### config.mk
export PLATFORM = sky130hd
export DESIGN_NAME = mem_port_arbiter
export DESIGN_NICKNAME = d
export VERILOG_FILES = /design/src/rtl/mem_port_arbiter.sv
export SDC_FILE = /design/constraint.sdc
export NUM_CORES = 1
export LEC_CHECK = 0
export ABC_AREA = 0
export BUFFER_PORTS_ARGS = -buffer_cell sky130_fd_sc_hd__buf_4
export CAP_MARGIN = 40
export CORE_AREA = 2 2 107 109
export CTS_BUF_LIST = sky130_fd_sc_hd__clkbuf_4
export DETAILED_ROUTE_END_ITERATION = 7
export DIE_AREA = 0 0 109 111
export GPL_ROUTABILITY_DRIVEN = 0
export GPL_TIMING_DRIVEN = 0
export HOLD_SLACK_MARGIN = 0.03
export PLACE_DENSITY = 0.52
export SYNTH_ARGS = -nofsm -noshare
export SYNTH_HDL_FRONTEND = slang
export SYNTH_SLANG_ARGS = --single-unit
### constraint.sdc
create_clock -name clk -period 2.4 [get_ports clk]
set_input_delay 0.12 -clock clk [delete_from_list [all_inputs] [get_ports clk]]
set_output_delay 0.12 -clock clk [all_outputs]
set_load 0.1 [all_outputs]
### src/rtl/mem_port_arbiter.sv
// Arbiter sharing one single-ported SRAM bus between instruction fetch and the load/store unit.
// One transaction in flight; data wins unless fetch has been starved for STARVE_LIMIT grants.
`timescale 1ns/1ps
module mem_port_arbiter #(
    parameter int ADDR_WIDTH   = 32,
    parameter int DATA_WIDTH   = 32,
    parameter int STARVE_LIMIT = 4
) (
    input  logic                    clk,
    input  logic                    rst,
    input  logic                    if_req,
    input  logic [ADDR_WIDTH-1:0]   if_addr,
    output logic                    if_req_ready,
    input  logic                    if_flush,
    output logic                    if_resp_valid,
    output logic [DATA_WIDTH-1:0]   if_rdata,
    input  logic                    mem_req,
    input  logic                    mem_we,
    input  logic [ADDR_WIDTH-1:0]   mem_addr,
    input  logic [DATA_WIDTH/8-1:0] mem_wstrb,
    input  logic [DATA_WIDTH-1:0]   mem_wdata,
    output logic                    mem_req_ready,
    output logic                    mem_resp_valid,
    output logic [DATA_WIDTH-1:0]   mem_rdata,
    output logic                    bus_req,
    output logic                    bus_we,
    output logic [ADDR_WIDTH-1:0]   bus_addr,
    output logic [DATA_WIDTH/8-1:0] bus_wstrb,
    output logic [DATA_WIDTH-1:0]   bus_wdata,
    input  logic                    bus_gnt,
    input  logic                    bus_rvalid,
    input  logic [DATA_WIDTH-1:0]   bus_rdata
);

    localparam logic [3:0] LIMIT = 4'(STARVE_LIMIT);

    typedef enum logic [1:0] {IDLE, ISSUE, WAIT} state_t;

    state_t     state_q, state_d;
    logic       owner_if_q, owner_if_d;
    logic [3:0] streak_q, streak_d;
    logic       drop_q, drop_d;
    logic       sel_if;
    logic       grant;

    always_ff @(posedge clk) begin
        if (rst) begin
            state_q    <= IDLE;
            owner_if_q <= 1'b0;
            streak_q   <= '0;
            drop_q     <= 1'b0;
        end else begin
            state_q    <= state_d;
            owner_if_q <= owner_if_d;
            streak_q   <= streak_d;
            drop_q     <= drop_d;
        end
    end

    always_comb begin
        state_d        = state_q;
        owner_if_d     = owner_if_q;
        streak_d       = streak_q;
        drop_d         = drop_q;
        sel_if         = owner_if_q;
        bus_req        = 1'b0;
        if_resp_valid  = 1'b0;
        mem_resp_valid = 1'b0;
        grant          = 1'b0;

        // Outputs stay quiet while reset is held, even if the state is mid-transaction.
        if (!rst) begin
            case (state_q)
                IDLE: begin
                    sel_if  = if_req && (!mem_req || streak_q == LIMIT);
                    bus_req = if_req || mem_req;
                    if (bus_req) begin
                        owner_if_d = sel_if;
                        state_d    = bus_gnt ? WAIT : ISSUE;
                        if (bus_gnt && sel_if && if_flush) drop_d = 1'b1;
                    end
                end
                ISSUE: begin
                    bus_req = 1'b1;
                    if (bus_gnt) state_d = WAIT;
                    if (owner_if_q && if_flush) drop_d = 1'b1;
                end
                WAIT: begin
                    if (bus_rvalid) begin
                        state_d = IDLE;
                        if (owner_if_q) begin
                            if_resp_valid = !drop_q && !if_flush;
                            drop_d        = 1'b0;
                        end else begin
                            mem_resp_valid = 1'b1;
                        end
                    end else if (owner_if_q && if_flush) begin
                        drop_d = 1'b1;
                    end
                end
                default: state_d = IDLE;
            endcase

            grant = bus_req && bus_gnt;
            if (grant) begin
                if (sel_if || !if_req) streak_d = '0;
                else if (streak_q < LIMIT) streak_d = streak_q + 4'd1;
            end
        end
    end

    assign if_req_ready  = grant && sel_if;
    assign mem_req_ready = grant && !sel_if;

    // Fetch never writes; payload lines are zeroed whenever they carry nothing meaningful.
    assign bus_we    = bus_req && !sel_if && mem_we;
    assign bus_addr  = !bus_req ? '0 : (sel_if ? if_addr : mem_addr);
    assign bus_wstrb = bus_we ? mem_wstrb : '0;
    assign bus_wdata = bus_we ? mem_wdata : '0;

    assign if_rdata  = if_resp_valid  ? bus_rdata : '0;
    assign mem_rdata = mem_resp_valid ? bus_rdata : '0;

endmodule

After elaboration in Yosys (flattened, before gate mapping)
Cells that the tools add are included.
{"block": "classes", "addsub": 1, "order_cmp": 1, "eq_ne": 8, "muxes": 34, "reduce_logical": 25}
{"operator": "$mux 32", "n": 5}
{"operator": "$mux 1", "n": 19}
{"operator": "$mux 4", "n": 3}
{"operator": "$logic_and 1x1->1", "n": 10}
{"operator": "$mux 2", "n": 4}
{"operator": "$ne 2x2->1 const B", "n": 4}
{"operator": "$pmux 2 s3", "n": 1}
{"operator": "$logic_not 1->1", "n": 5}
{"operator": "$add 4x1->4 const B", "n": 1}
{"operator": "$eq 4x3->1 const B", "n": 1}
{"operator": "$lt 4x3->1 const B", "n": 1}
{"operator": "$reduce_and 2->1", "n": 2}
{"operator": "$reduce_and 4->1", "n": 1}
{"operator": "$logic_or 1x1->1", "n": 3}
{"operator": "$ne 3x3->1 const B", "n": 1}
{"operator": "$pmux 1 s3", "n": 1}
{"operator": "$reduce_and 3->1", "n": 1}
{"operator": "$reduce_bool 3->1", "n": 1}
{"operator": "$eq 2x1->1 const B", "n": 1}
{"operator": "$eq 2x2->1 const B", "n": 1}
{"operator": "$logic_not 2->1", "n": 1}
{"operator": "$pmux 1 s2", "n": 1}
{"operator": "$reduce_bool 2->1", "n": 1}
{"block": "totals", "register_bits": 8, "out_inout_bits": 138}

Logic depth before layout (Yosys ltp)
Gate-level depths: netlist of run 1.
{"block": "depth", "depth_word": 10, "depth_mapped": 9, "ltp_nobuf": 6}

Worst setup path after synthesis of run 1
OpenSTA, ideal clock, no wires.
{"block": "synth_path", "kind": "reg2out", "startpoint": "register state_q[0]", "endpoint": "output bus_addr[15]", "arrival_time_ps": 3744, "required_ps": 2280, "path_slack_ps": -1464, "stages_incl_launch_ff": 10, "n_path_buf": 3, "path_cell_list": "dfxtp_1 -> inv_1 -> ha_1 -> buf_2 -> o21ai_0 -> a21oi_1 -> buf_2 -> clkbuf_1 -> nand2_1 -> o21ai_0"}
{"block": "synth_between", "elab_chain_len": 6}
{"element": "start, declared", "line_no": "39", "source": "state_t state_q, state_d;"}
{"element": "start signal, assigned", "line_no": "53", "source": "state_q <= state_d;"}
{"element": "$logic_not 2->1", "line_no": "73", "source": "case (state_q)"}
{"element": "$mux 1", "line_no": "73"}
{"element": "$mux 1 (2 in a row)", "line_no": "72", "source": "if (!rst) begin"}
{"element": "$mux 32", "line_no": "117", "source": "assign bus_addr = !bus_req ? '0 : (sel_if ? if_addr : mem_addr);"}
{"element": "$mux 32 *", "line_no": "117"}
{"element": "end, declared", "line_no": "27", "source": "output logic [ADDR_WIDTH-1:0] bus_addr,"}
Mark *: on every way between the ends. The rest lies on a longest branch, timed or not. The select of a mux whose other input is x is not followed.

Worst setup path in the final report of run 1
{"block": "layout_path", "startpoint": "register streak_q[1]", "endpoint": "output if_req_ready"}
{"block": "layout_between", "elab_chain_len": 7}
{"element": "start, declared", "line_no": "41", "source": "logic [3:0] streak_q, streak_d;"}
{"element": "start signal, assigned", "line_no": "55", "source": "streak_q <= streak_d;"}
{"element": "$eq 4x3->1", "line_no": "75", "source": "sel_if = if_req && (!mem_req || streak_q == LIMIT);"}
{"element": "$logic_or 1x1->1", "line_no": "75"}
{"element": "$logic_and 1x1->1", "line_no": "75"}
{"element": "$mux 1", "line_no": "73"}
{"element": "$mux 1 (2 in a row)", "line_no": "72"}
{"element": "$logic_and 1x1->1", "line_no": "112", "source": "assign if_req_ready = grant && sel_if;"}
{"element": "end, declared", "line_no": "13", "source": "output logic if_req_ready,"}
No other way between the ends. The select of a mux whose other input is x is not followed.

==> results of run 1 <==
==> report_power, final <==
group	internal (mW)	switching, mW	leakage (nW)
clock	0.0575	0.0517	0.0138
sequential	0.147	0.0141	0.0669
combinational	0.737	1.43	2.45
total	0.941	1.49	2.53
==> Yosys cell counts, drive strengths merged <==
cell type	count
a311oi	1
o21ai	36
nor3	4
or3b	1
a21oi	4
o21ba	1
clkbuf	22
nand3b	1
and4	1
buf	7
inv	9
nor2b	2
a221oi	1
o2111ai	1
nand3	2
o21a	1
a32oi	1
and2	102
a41oi	1
a221o	1
nand4	32
a211oi	1
ha	6
nand4b	1
and3	1
o211ai	1
or4	1
nand2	39
nand2b	1
a2111o	1
a21o	1
nor3b	1
nor2	8
dfxtp	8
a31o	1
mux2i	1
==> layout make-up <==
cell class / instances / area share (%)
Sequential cell: 8 / 3.15
Inverter: 9 / 0.645
Timing Repair Buffer: 293 / 50.6
Buffer: 25 / 4.09
Tap cell: 143 / 3.42
Multi-Input combinational cell: 257 / 37.7
Clock buffer: 3 / 0.430
==> logic make-up after synthesis <==
| group | after synthesis | synth area share [%] |
|---|---|---|
| mux | 1 | 0.542 |
| buf+inv | 38 | 9.21 |
| simple gates | 197 | 60.5 |
| flops | 8 | 8.67 |
| fa+ha+maj | 6 | 4.06 |
| compound gates | 53 | 17.0 |
==> routing by layer <==
| metal | track usage (%) | vias up | wire length, um |
|---|---|---|---|
| li1 | - | 1617 | - |
| met1 | 17.5 | 1463 | 3950 |
| met2 | 29.5 | 148 | 5790 |
| met3 | 3.64 | 6 | 996 |
| met4 | 2.39 | 0 | 105 |
| met5 | 0 | - | 0 |
==> sequential cells by signal, indices dropped and copies added, names as in the netlist <==
register and cells:
drop_q 1, owner_if_q 1, streak_q 4, state_q 2
==> path summary, 6_finish.rpt <==
| check | start | slack [ns] | endpoint |
|---|---|---|---|
| worst max-delay path | streak_q[1] | 0.03 | if_req_ready |
| worst min-delay path | bus_gnt | 0.28 | state_q[0] |
| worst max register to register | streak_q[1] | 0.27 | streak_q[0] |
| worst min register to register | streak_q[1] | 0.48 | streak_q[1] |
==> stage by stage <==
step,hold slack (ns),instance area (sq um)
floorplan,0.381,2270
global placement,0.474,4520
detailed placement,0.485,4520
CTS,0.285,4930
global route,0.298,5240
finish,0.279,5240
==> worst max-delay path, stage by stage (launching register included) <==
cell and delay [ns]:
dfxtp_2 0.33, inv_2 0.05, ha_2 0.16, nand3b_1 0.12, buf_4 0.17, a211oi_1 0.57, nor2_1 0.17, nor2_4 0.13
buf_4 0.29
==> what timing repair did <==
| item | CTS | global route |
|---|---|---|
| setup endpoints to repair | 76 | 120 |
| endpoints found under the hold margin | 0 | 0 |
| resized for setup | 99 | 66 |
| buffers inserted | 6 | 7 |
| pin swaps | 3 | 10 |
| cloned | 0 | 3 |
==> out/results.ini, run 1 <==
[timing]
maxSlewHeadroom_pct=56.5
rsz0062_at_grt=true
setup-tns-final_ns=0
tightest_slew_ns=0.648
fin_crit_sh_pct=98.9
min_period_ns=2.37
slew_viol_final=0
finalSetupViolCount=0
fin_ws_ns=0.0262
finalHoldViolCount=0
timing.fmax_mhz=421
clock_skew_ns=0.0133

[routing]
drc_errors=0
drtAntennaViolNets=0
drt_first_iter_violations=149
wl_per_cell_um=14.7
routed_wl_um=10800
dr_total_vias=3234
drt_pass1_iterations=4
via_per_inst=4.38

[yosys]
avgSynthCellArea_sq_um=6.10
synth_cells=303
ys_top_cells_by_area=and2_1 35%, nand4_1 11%, o21ai_0 9.5%
synth_warnings=0
synth_top_area_share_pct=34.5
synth_seq_cells=8
seq_area_frac_synth_pct=8.67
syn_area_sq_um=1850
syn-num-nets=449
synth.distinct_cells=38
yosys.area.top_type=and2_1

[power_and_ir_drop]
cellLeakagePower_nw=2.53
peakVddDrop_mv=0.328
power_density_nw_per_um2=465
power_mw=2.43

[worst_hold_path]
min_path_cells=4
hp-class=in -> reg

[cts]
numCtsBuffers=3
cts_tree=yes
ctsRootBufferMaster=clkbuf_4
cts.path.max_buffers=2
insertion_delay_ns=0.26
cts.sinks=8
path_clk_slew_ns=0.07
htreeDepth=1
holdBufCountCts=0

[run]
drv_cap=0

[die]
rows=39
dieWidth_um=109
die_h_um=111
core_area_sq_um=11100
start_util_pct=16.7
ios=278
dieArea_sq_um=12100

[place]
place_inst=723
portBuffers=277
hpwlAfterDp_um=8910
preCtsSetupSlack_ns=-0.312

[critical_path]
cp_max_fo=4
worstSetupPathType=reg -> out
end_kind=output pin
critical_path_required_ns=2.28
critical_path_arrival_ns=2.25
start_kind=register
rr_worst_depth=7

[cells_and_area]
n_fill_cell=1093
layout-drive-gt1-share_pct=69.9
diodes=0
syn_to_final_growth_pct=183
seqCellArea_sq_um=165
final_core_util_pct=47.3
final_cell_mix=232 x buf_4, 54 x and2_1, 47 x and2_2
nNetsFinal=743
multi_input_area_sq_um=1970
final_common_cell=buf_4
stdcell_count=738

[grt]
grt_max_degree=11
grt_pass1_vias=3132
grt.overflow.total=0
grt_pass1_wl_um=15500
gr-usage-all-layers_pct=15.6
antenna_found_initial=0

[run_status]
status=completed

(Power assumes the default switching activity.)
==> inputs of run 2 (changes only) <==
--- a/config.mk
+++ b/config.mk
@@ -16,6 +16,8 @@
 export GPL_TIMING_DRIVEN = 0
 export HOLD_SLACK_MARGIN = 0.03
 export PLACE_DENSITY = 0.52
+export RECOVER_POWER = 25
+export SETUP_SLACK_MARGIN = 0.05
 export SYNTH_ARGS = -nofsm -noshare
 export SYNTH_HDL_FRONTEND = slang
 export SYNTH_SLANG_ARGS = --single-unit
==> run 2 against run 1 <==
Against the previous run: sequential share of layout area fell by 0.15 points; combinational power rose by 3%; first-iteration DRC count fell by 15%; non-clock buffer count fell by 1; sequential power barely moved; clock skew fell by 0.012 ns; critical path depth rose by 2; clock power fell by 13%; fmax rose by 4.7%.
==> out/results.ini, run 2 (synthesis results as in run 1) <==
[run_status]
status=completed

[grt]
grt.overflow.total=0  ; unchanged
antenna_found_initial=0  ; unchanged
grt_pass1_vias=3242  ; +3.5%
gr-usage-all-layers_pct=15.3  ; -0.30 points
grt_pass1_wl_um=15000  ; -3.0%
grt_max_degree=11  ; unchanged

[timing]
maxSlewHeadroom_pct=63.6  ; +7.0 points
finalSetupViolCount=0  ; unchanged
fin_crit_sh_pct=94.5  ; -4.4 points
tightest_slew_ns=0.548  ; -0.0995 ns
slew_viol_final=0  ; unchanged
fin_ws_ns=0.132  ; +0.106 ns
rsz0062_at_grt=true
timing.fmax_mhz=441  ; +4.7%
clock_skew_ns=0.00165  ; -0.0117 ns
finalHoldViolCount=0  ; unchanged
min_period_ns=2.27  ; -0.106 ns

[critical_path]
end_kind=output pin
cp_max_fo=10  ; +6
worstSetupPathType=reg -> out
rr_worst_depth=7  ; unchanged
r2r_start=streak_q[1]
start_kind=register
critical_path_arrival_ns=2.15  ; -0.10 ns
r2r_slack_ns=0.60  ; +0.33 ns
r2r_end=streak_q[0]
critical_path_required_ns=2.28  ; about the same

[cells_and_area]
final_common_cell=buf_4
nNetsFinal=742  ; -0.13%
largest_register=streak_q
diodes=0  ; unchanged
layout-drive-gt1-share_pct=69.0  ; -0.89 points
final_cell_mix=203 x buf_4, 53 x and2_1, 49 x buf_12
syn_to_final_growth_pct=195
largestRegisters=streak_q x4, state_q x2
largest_reg_flops=4  ; unchanged

[worst_hold_path]
min_path_cells=3  ; -1
hp-start=bus_gnt
hp-class=in -> reg
min_to=state_q[1]

[cts]
cts.path.max_buffers=2  ; unchanged
insertion_delay_ns=0.24  ; -0.02 ns
holdBufCountCts=0  ; unchanged
cts.sinks=8  ; unchanged
path_clk_slew_ns=0.05  ; -0.02 ns
cts_tree=yes
ctsRootBufferMaster=clkbuf_4
htreeDepth=1  ; unchanged
numCtsBuffers=3  ; unchanged

[routing]
drc_errors=0  ; unchanged
dr_total_vias=3292  ; +1.8%
drt_first_iter_violations=127  ; -15%
drt_pass1_iterations=4  ; unchanged
drtAntennaViolNets=0  ; unchanged
routed_wl_um=10700  ; -1.7%
wl_per_cell_um=14.5  ; -1.5%
via_per_inst=4.47  ; +1.9%

[power_and_ir_drop]
cellLeakagePower_nw=2.56  ; +1.4%
power_density_nw_per_um2=453  ; -2.5%
power_mw=2.47  ; +1.6%
peakVddDrop_mv=0.282  ; -14%

[die]
dieWidth_um=109  ; unchanged
dieArea_sq_um=12100  ; unchanged
core_area_sq_um=11100  ; unchanged
start_util_pct=16.7  ; unchanged
die_h_um=111  ; unchanged
rows=39  ; unchanged
ios=278  ; unchanged

[place]
preCtsSetupSlack_ns=-0.291  ; +0.0209 ns
portBuffers=277  ; unchanged
hpwlAfterDp_um=8740  ; -1.8%

[run]
drv_cap=0  ; unchanged

## run 2: cell count changes in the layout (fill, tap and decap cells not counted), sizes merged
cell,before,now
clkbuf,18,48
buf,303,272
## run 2: routing by layer
| metal | track usage, % | share of wire (%) | up-vias |
|---|---|---|---|
| met4 | 2.48 | 0.98 | 0 |
| met5 | 0 | 0 | - |
| met1 | 14.6 | 33 | 1502 |
| met3 | 3.23 | 9.3 | 8 |
| li1 | - | - | 1620 |
| met2 | 32.1 | 56 | 162 |
## run 2: worst max-delay path by stage
stage	cells past startpoint	end	start	slack (ns)
after CTS	9	bus_wdata[16]	streak_q[0]	0.04
final	10	bus_wdata[11]	state_q[1]	0.13
after detailed placement	10	bus_addr[14]	state_q[1]	-0.29
after global placement	10	bus_addr[19]	state_q[1]	-0.26
after global routing	10	bus_wdata[26]	state_q[1]	0.03
after floorplan	7	bus_addr[0]	state_q[0]	-0.47
## run 2: worst max-delay path: stages (launching register included)
cell      delay, ns
dfxtp_1        0.33
inv_2          0.10
ha_4           0.14
buf_6          0.11
inv_2          0.06
a2111o_1       0.34
and4_4         0.19
buf_6          0.13
buf_6          0.13
and2_2         0.21
buf_12         0.17
## run 2: area by class of cell
type,count,area [sq um]
repair buffers,290,2820
well taps,143,179
flip-flops and latches,8,164
fillers,1024,5620
multi-input cells,257,2000
inverters,9,33.8
plain buffers,27,241
clock buffers,3,22.5
## run 2: report_power, final
part | total [mW] | switching [mW] | internal [mW]
registers | 0.159 | 0.0131 | 0.146
clock network | 0.0949 | 0.0382 | 0.0567
logic | 2.22 | 1.44 | 0.779
total | 2.47 | 1.49 | 0.982
## run 2: per-stage QoR
step | cell area (sq um) | cells | hold slack, ns | util, % | setup TNS [ns]
detailed placement | 4530 | 723 | 0.485 | 40.9 | -8.56
CTS | 5120 | 728 | 0.312 | 46.2 | 0
floorplan | 2270 | 303 | 0.381 | - | -1.16
finish | 5460 | 737 | 0.317 | 49.3 | 0
global route | 5460 | 737 | 0.333 | 49.3 | 0
global placement | 4530 | 723 | 0.471 | 40.9 | -6.26
## run 2: timing repair
action | CTS | global route
gates cloned | 0 | 3
pin swaps | 3 | 8
setup endpoints to repair | 111 | 96
gates resized for setup | 140 | 85
setup buffers | 3 | 7
